<file path="src/rtl/reg_status_table.sv">
// Register result-status table for the Tomasulo issue stage.
// Each architectural register holds {busy, tag}: whether a result is pending
// and which ROB tag will produce it. Lookups are registered with same-cycle
// commit forwarding; a multi-cycle walker clears the table after a flush.
module reg_status_table #(
    parameter int NUM_REGS        = 32,
    parameter int TAG_W           = 4,
    parameter int FLUSH_PER_CYCLE = 8,
    localparam int RIDX_W         = $clog2(NUM_REGS)
) (
    input  logic              clk,
    input  logic              rst,
    input  logic              alloc_en,
    input  logic [RIDX_W-1:0] alloc_reg,
    input  logic [TAG_W-1:0]  alloc_tag,
    input  logic              commit_en,
    input  logic [RIDX_W-1:0] commit_reg,
    input  logic [TAG_W-1:0]  commit_tag,
    input  logic              flush,
    output logic              ready,
    input  logic              lookup_req,
    input  logic [RIDX_W-1:0] rs1,
    input  logic [RIDX_W-1:0] rs2,
    output logic              lookup_valid,
    output logic              q1_busy,
    output logic [TAG_W-1:0]  q1_tag,
    output logic              q2_busy,
    output logic [TAG_W-1:0]  q2_tag,
    input  logic [RIDX_W-1:0] rob_query_reg,
    output logic              rob_query_busy,
    output logic [TAG_W-1:0]  rob_query_tag
);

    // The walker steps through the table in whole chunks of FLUSH_PER_CYCLE.
    localparam int NCHUNK = NUM_REGS / FLUSH_PER_CYCLE;
    localparam int CW     = (NCHUNK > 1) ? $clog2(NCHUNK) : 1;

    typedef enum logic {S_IDLE, S_FLUSH} state_t;

    state_t            state;
    logic [CW-1:0]     chunk;
    logic              busy_q [NUM_REGS];
    logic [TAG_W-1:0]  tag_q  [NUM_REGS];

    logic              act;
    logic              alloc_ok, commit_ok;
    logic              rs1_in, rs2_in, cr_in, ar_in, qr_in;
    logic              n1_busy, n2_busy;
    logic [TAG_W-1:0]  n1_tag, n2_tag;

    // Issue is held off during the walk and in the cycle that starts it.
    assign ready = (state == S_IDLE) && !flush;
    assign act   = ready;

    // Index range checks; only matter for non-power-of-two NUM_REGS.
    assign rs1_in = int'(rs1) < NUM_REGS;
    assign rs2_in = int'(rs2) < NUM_REGS;
    assign cr_in  = int'(commit_reg) < NUM_REGS;
    assign ar_in  = int'(alloc_reg) < NUM_REGS;
    assign qr_in  = int'(rob_query_reg) < NUM_REGS;

    // Accepted alloc/commit this cycle; register 0 is never written.
    always_comb begin
        alloc_ok  = act && alloc_en && ar_in && (alloc_reg != '0);
        commit_ok = 1'b0;
        if (act && commit_en && cr_in && (commit_reg != '0))
            commit_ok = busy_q[commit_reg] && (tag_q[commit_reg] == commit_tag);
    end

    // Lookup results: a matching commit forwards as cleared, but a coinciding
    // alloc to the same register is not forwarded so the issuing instruction
    // still sees the previous producer of its own destination.
    always_comb begin
        n1_busy = 1'b0;
        n1_tag  = '0;
        n2_busy = 1'b0;
        n2_tag  = '0;
        if (rs1_in && busy_q[rs1]) begin
            n1_busy = 1'b1;
            n1_tag  = tag_q[rs1];
        end
        if (rs2_in && busy_q[rs2]) begin
            n2_busy = 1'b1;
            n2_tag  = tag_q[rs2];
        end
        if (commit_ok && (commit_reg == rs1) && !(alloc_ok && (alloc_reg == rs1))) begin
            n1_busy = 1'b0;
            n1_tag  = '0;
        end
        if (commit_ok && (commit_reg == rs2) && !(alloc_ok && (alloc_reg == rs2))) begin
            n2_busy = 1'b0;
            n2_tag  = '0;
        end
    end

    // Unbypassed view of the registered table for the ROB.
    always_comb begin
        rob_query_busy = 1'b0;
        rob_query_tag  = '0;
        if (qr_in && busy_q[rob_query_reg]) begin
            rob_query_busy = 1'b1;
            rob_query_tag  = tag_q[rob_query_reg];
        end
    end

    // FSM, table updates, flush walker and registered lookup outputs.
    always_ff @(posedge clk) begin
        if (rst) begin
            state        <= S_IDLE;
            chunk        <= '0;
            lookup_valid <= 1'b0;
            q1_busy      <= 1'b0;
            q1_tag       <= '0;
            q2_busy      <= 1'b0;
            q2_tag       <= '0;
            for (int i = 0; i < NUM_REGS; i++) begin
                busy_q[i] <= 1'b0;
                tag_q[i]  <= '0;
            end
        end else begin
            case (state)
                S_IDLE: begin
                    if (flush) begin
                        state        <= S_FLUSH;
                        chunk        <= '0;
                        lookup_valid <= 1'b0;
                    end else begin
                        // Commit first so a same-register alloc overrides it.
                        if (commit_ok) begin
                            busy_q[commit_reg] <= 1'b0;
                            tag_q[commit_reg]  <= '0;
                        end
                        if (alloc_ok) begin
                            busy_q[alloc_reg] <= 1'b1;
                            tag_q[alloc_reg]  <= alloc_tag;
                        end
                        lookup_valid <= lookup_req;
                        if (lookup_req) begin
                            q1_busy <= n1_busy;
                            q1_tag  <= n1_tag;
                            q2_busy <= n2_busy;
                            q2_tag  <= n2_tag;
                        end
                    end
                end
                S_FLUSH: begin
                    lookup_valid <= 1'b0;
                    for (int i = 0; i < NUM_REGS; i++) begin
                        if (i / FLUSH_PER_CYCLE == int'(chunk)) begin
                            busy_q[i] <= 1'b0;
                            tag_q[i]  <= '0;
                        end
                    end
                    if (int'(chunk) == NCHUNK - 1) begin
                        state <= S_IDLE;
                        chunk <= '0;
                    end else begin
                        chunk <= chunk + 1'b1;
                    end
                end
                default: state <= S_IDLE;
            endcase
        end
    end

endmodule

</file>
<file path="config.mk">
export PLATFORM = sky130hd
export DESIGN_NAME = reg_status_table
export DESIGN_NICKNAME = d
export VERILOG_FILES = /design/src/rtl/reg_status_table.sv
export SDC_FILE = /design/constraint.sdc
export NUM_CORES = 1
export LEC_CHECK = 0
export ABC_AREA = 1
export CAP_MARGIN = 20
export CELL_PAD_IN_SITES_DETAIL_PLACEMENT = 1
export CELL_PAD_IN_SITES_GLOBAL_PLACEMENT = 2
export CORE_MARGIN = 3
export CORE_UTILIZATION = 35
export DETAILED_ROUTE_END_ITERATION = 10
export MAX_ROUTING_LAYER = met4
export PLACE_DENSITY = 0.83
export SLEW_MARGIN = 30
export SYNTH_ARGS = -nofsm -noshare
export SYNTH_HDL_FRONTEND = slang
export SYNTH_SLANG_ARGS = --single-unit
</file>
<file path="constraint.sdc">
create_clock -name clk -period 2.94 [get_ports clk]
set_input_delay 0.294 -clock clk [delete_from_list [all_inputs] [get_ports clk]]
set_output_delay 0.294 -clock clk [all_outputs]
set_load 0.02 [all_outputs]
</file>
==> flow_summary.toml <==
[timing]
rsz0062_at_grt = "no"
fin_worst_skew_ns = 0.0149
period_minus_slack_ns = 2.80
finalSetupViolCount = 0
maxSlewHeadroom_pct = 52.0
finalCritPeriodShare_pct = 95.2
finalMaxSlewViolations = 0
finalHoldViolCount = 0
max_freq_mhz = 357
worstMarginPinSlew_ns = 0.719
holdWs_ns = 0.464

[grt]
grt_pass1_wl_um = 101000
track_usage_pct = 34.1
grt_overflow_total = 0
grt_antenna_before_repair = 1
grt_pass1_vias = 15793
grt_max_degree = 98

[power]
powerDensity_nw_per_um2 = 411
leakage_nw = 7.23
power_mw = 6.79
ir_drop_mv = 0.427

[worst_hold_path]
hold_class = "register to register"
hold_path_startpoint = "q1_tag[3]"

[setup_path]
crit_path_start = "tag_q[18][2]"
critPathTopFamily = "simple AND/OR/NAND/NOR gates"
critical_path_class = "register to register"
worst_setup_path_start_kind = "register"
r2r_setup_slack_ns = 0.14
cpPeakStageDelay_ns = 0.47
end_kind = "register"
regToRegStartpoint = "tag_q[18][2]"
critPathSlowestCell = "edfxtp_1"
critPathArrivalTime_ns = 2.94
worstPathMaxFanout = 8
cp_common_cell = "nand2_1"
cp_data_required_time_ns = 3.08
crit_chain = "nand2_1, nand2_1, nand2_1, nand2_1, buf_12, nand2_1, nand2_1, nor2_2, nand2_1, nand2_1, nand2_2, buf_4, nor2_2, nand3_2, nor2_4, buf_4, nand3_1, nand3_1"
path_buf_inv = 3

[clocking]
clkSlewWorstSetupHoldPaths_ns = 0.07
clock-root-buffer = "clkbuf_16"
insertion_delay_ns = 0.46
cts_sinks = 174
htree_levels = 4
cts_tree = "built"
cts_made_buffers = 17
postCtsSetupRepairBufs = 0
cts.path.max_buffers = 2

[finish]
drive_gt1_share_pct = 12.9
area_delta_synth_final_pct = 22.1
fin_nets = 2275
finalCoreUtilization_pct = 43.6

[drt]
routedWlPerCell_um = 25.0
antenna_left = 0
drtPass1Iterations = 5
viasPerCell = 5.83
drtIter0Drc = 1534
drt_wl_total_um = 68800
drc = 0
routed-via-count = 16065

[logic_synthesis]
synth_top_area_cell = "edfxtp_1"
synth_ff_type = "edfxtp_1"
yosysWarnings = 0
syn_area_sq_um = 13500
synth_edf_count = 128
synth_commonest_cells = "nand2_1 (555), nor2_1 (240), o21ai_0 (232)"
synth_cells = 2100
synth.most_common_cell = "nand2_1"
async_flop_share_pct = 0
ys_seq_elements = 174
ys_top_cells_by_area = "edfxtp_1 (28%), nand2_1 (15%), o21ai_0 (8.6%)"
ys_types = 36
ys_seq_area_share_pct = 35.2
synthDominantCellAreaShare_pct = 28.4
synth.avg_cell_area_sq_um = 6.45

[floorplanning]
dieHeight_um = 203
die-area_sq_um = 41100
die_w_um = 203
coreArea_sq_um = 37900
initial_core_util_pct = 35.7
std_cell_rows = 71
ios = 56

[flow_run]
maxCapViolations = 0

[outcome]
outcome = "finished clean"

[place]
globalplace.congestion = 1.01
post-dp-hpwl_um = 53200
io_buffer_count = 55
where the power goes:
group / switching (mW) / total, mW / internal, mW
clock: 1.03 / 2.28 / 1.25
combinational: 1.10 / 1.65 / 0.549
sequential: 0.120 / 2.85 / 2.73
total: 2.25 / 6.79 / 4.54
area by class of cell:
cell class	count	area, sq um
Antenna cell	1	2.50
Inverter	172	649
Timing Repair Buffer	259	2360
Tap cell	511	639
Clock buffer	19	433
Sequential cell	174	4760
Fill cell	4937	21400
Clock inverter	13	138
Multi-Input combinational cell	1608	7540
worst paths after layout:
kind	cells past startpoint	to
setup / recovery	18	tag_q[31][0]
setup reg to reg	18	tag_q[31][0]
hold reg to reg	2	q1_tag[3]
hold / removal	2	q1_tag[3]
sequential cells by signal (all words and copies together) (netlist names), 2 cells and up:
register  flops
tag_q       128
q1_tag        4
busy_q       32
q2_tag        4
chunk         2
kinds of logic (layout without fill, tap and decap cells):
family,count (synthesis),after routing,synth area share [%]
other cells,1,5,0.0277
xor+xnor,14,14,0.906
fa+ha+maj,4,4,0.370
buf+inv,321,463,9.58
simple gates,1077,1077,33.8
compound gates,509,509,20.1
flops,174,174,35.2
metrics by stage:
stage	setup slack [ns]	TNS (ns)	cell area (sq um)	instances
after floorplan	0.569	0	13600	2103
after global placement	-0.272	-25.95	15900	2724
after detailed placement	-0.299	-28.45	15900	2724
after CTS	0.0360	0	16500	2756
after global routing	0.000909	0	16500	2757
final	0.142	0	16500	2757
tightest hold or removal path, delay by kind of cell, from the launching register on:
| family | cells | cell delay, ns |
|---|---|---|
| DFF | 1 | 0.31 |
| and+or+nand+nor | 1 | 0.06 |
| AOI/OAI and AO/OA | 1 | 0.05 |
what timing repair did:
item / 4_1_cts / 5_1_grt
gates resized for setup: 5 / 15
pin swaps: 0 / 0
endpoints found under the hold margin: 0 / 0
endpoints found under the setup margin: 4 / 129
hold buffers: 0 / 0
cell usage in the layout (no fill, tap or decap), drive strengths merged, types with 5 or more instances in the layout:
cell type | synthesis | routed
xnor2 | 9 | 9
xor2 | 5 | 5
a21oi | 196 | 196
nand2 | 557 | 557
nor4 | 6 | 6
o211ai | 60 | 60
clkdlybuf4s50 | 0 | 42
nand3 | 228 | 228
edfxtp | 128 | 128
clkbuf | 105 | 19
nand4 | 19 | 19
o21ai | 236 | 236
buf | 44 | 212
nor2 | 244 | 244
nor3 | 13 | 13
and3 | 7 | 7
a31oi | 10 | 10
clkinv | 6 | 11
dfxtp | 46 | 46
inv | 166 | 168
layer usage:
layer / wire length, um / global-route usage, % / vias to the layer above
met4: 3080 / 13.9 / 0
met3: 6140 / 6.67 / 156
li1: - / - / 7306
met1: 29500 / 45.4 / 7886
met5: 0 / - / -
met2: 30100 / 51.0 / 717
No activity file was read; power rests on OpenSTA's default activity.
==> RTL change (same flow settings) <==
The parameter `NUM_REGS` goes from 32 to 16.
--- a/src/rtl/reg_status_table.sv
+++ b/src/rtl/reg_status_table.sv
@@ -3,7 +3,7 @@
 // and which ROB tag will produce it. Lookups are registered with same-cycle
 // commit forwarding; a multi-cycle walker clears the table after a flush.
 module reg_status_table #(
-    parameter int NUM_REGS        = 32,
+    parameter int NUM_REGS        = 16,
     parameter int TAG_W           = 4,
     parameter int FLUSH_PER_CYCLE = 8,
     localparam int RIDX_W         = $clog2(NUM_REGS)
Interface: changed (5 resized); port bits go from 56 to 51. No check against the original RTL was run, so the function may have changed too.
==> RTL change against the original RTL <==
- via count is 51% lower
- power decreased by 48%
- routed wire length fell by 55%
- utilization shrank 0.38 points
- sequential cell count shrank 81
- synthesized area shrank 49%
- sequential power fell by 45%
- critical path depth fell by 7
- non-clock buffer count down 150
- count of clock-buffer cells in the layout shrank 10
- worst setup slack gained 13 ps
- final area decreased by 50%
- global-route usage shrank 4.3 points
==> RTL change: results (changes against the original RTL) <==
| Metric | This run | Unit | Change |
|:---|:---|:---|:---|
| Status | completed | - |  |
| Slack of the critical path | 155 | ps | +13.4 ps |
| EDFF count, synth | 64 | - | -50% |
| Initial drt markers | 737 | - | -52% |
| Final non-clock buffer share | 12.0 | % | -2.3 points |
| Synthesized netlist cell count | 1076 | - | -49% |
| Maximum number of pins on one net before global-route repair | 61 | - | -38% |
| Crit-path max FO | 13 | - | +5 |
| Sequential-to-total area share from yosys stat | 36.3 | % | +1.1 points |
| Biggest cell delay along the critical path | 540 | ps | +70 ps |
| Synth Area in Compound Gates | 22.6 | % | +2.4 points |
| Diodes inserted | 0 | - | -1 |
| Xor-xnor portion of the synthesized cell area | 1.52 | % | +0.62 points |
| Number of antenna violations at the first check in global routing | 0 | - | -1 |
| Ranking of synthesized cells by instance count | nand2_1, o21ai_0, nor2_1 | - |  |
| Non-filler cells in the finished layout | 1392 | - | -50% |
| Top Registers | tag_q (64), busy_q (16) | - |  |
| Placed standard-cell area | 0.00791 | mm2 | -50% |
| Worst-margin pin slew | 738 | ps | +19.2 ps |
| Clock latency on the worst-skew pair | 360 | ps | -100 ps |
| Signed area change from the synthesized netlist to the final layout | 19.1 | % |  |
| Switch share | 34.4 | % | +1.2 points |
| Number of buffers outside the clock class in the layout | 109 | - | -58% |
| Worst-case register-to-register setup slack | 410 | ps | +270 ps |
| First-pass GRT wire length | 46800 | um | -54% |
| Total Nets Final | 1161 | - | -49% |
| Adder-cell share of the synthesized area | 0 | % | -0.37 points |
| Vias in the first global route | 7563 | - | -52% |
| Maximum level of the CTS H-tree | 3 | - | -1 |
| Routability Congestion | 0.931 | - | -7.6% |
| Ranking of synthesized cells by area | edfxtp_1, nand2_1, o21ai_0 | - |  |
| Register area | 0.00250 | mm2 | -47% |
| TritonRoute pass-1 iters | 5 | - | unchanged |
| Total wirelength of the detailed-routed design | 31300 | um | -55% |
| Min Hold Slack | 466 | ps | +1.90 ps |
| HPWL reported at the end of detailed placement | 23700 | um | -56% |
| Post-synthesis instance area | 0.00690 | mm2 | -49% |
| Tot GR Track Use | 29.8 | % | -4.3 points |
| Multi-input gates | 830 | - | -48% |
| Sequential cell count | 93 | - | -47% |
| Reported leakage power | 3.50 | nW | -52% |
| Clock network power consumption | 1.21 | mW | -47% |
| Max Clock Skew | 10.5 | ps | -4.46 ps |
| Max clock buf depth | 2 | - | unchanged |
| Fraction of layout instances using a drive strength above 1 | 7.69 | % | -5.2 points |
| Non-clock inverter instance count of the final layout | 84 | - | -51% |
| Netlist cell types | 34 | - | -5.6% |
| Avg Vias per Cell | 5.62 | - | -3.6% |
| Cell with the biggest individual delay on the critical path | clkdlybuf4s50_1 | - |  |
| Setup Slack @ Placement | -44.5 | ps | +255 ps |
| Multi-input combinational cell area | 0.00379 | mm2 | -50% |
| Worst IR Drop VDD | 0.000266 | V | -38% |
RTL change: tightest hold or removal path: cells and delay by family, from the launching register on:
kind               cells  cell delay, ps
and+or+nand+nor        1              60
AOI/OAI and AO/OA      1              50
DFF                    1             320
RTL change: worst paths after layout:
path,start,endpoint,cells after the start
setup / recovery,rob_query_reg[1],rob_query_tag[1],11
hold / removal,q2_tag[1],q2_tag[1],2
hold reg to reg,q2_tag[1],q2_tag[1],2
setup reg to reg,tag_q[4][3],tag_q[7][1],14
RTL change: cells by family after synthesis:
| family | Yosys count |
|---|---|
| simple gates | 522 |
| compound gates | 291 |
| mux | 1 |
| other cells | 1 |
| buf+inv | 156 |
| flops | 93 |
| xor+xnor | 12 |
RTL change: routing by layer:
metal	GRT usage [%]	wire length (um)	vias up
met2	45.0	13800	288
li1	-	-	3692
met4	10.0	1090	0
met5	-	0	-
met1	41.3	13900	3787
met3	3.91	2450	56
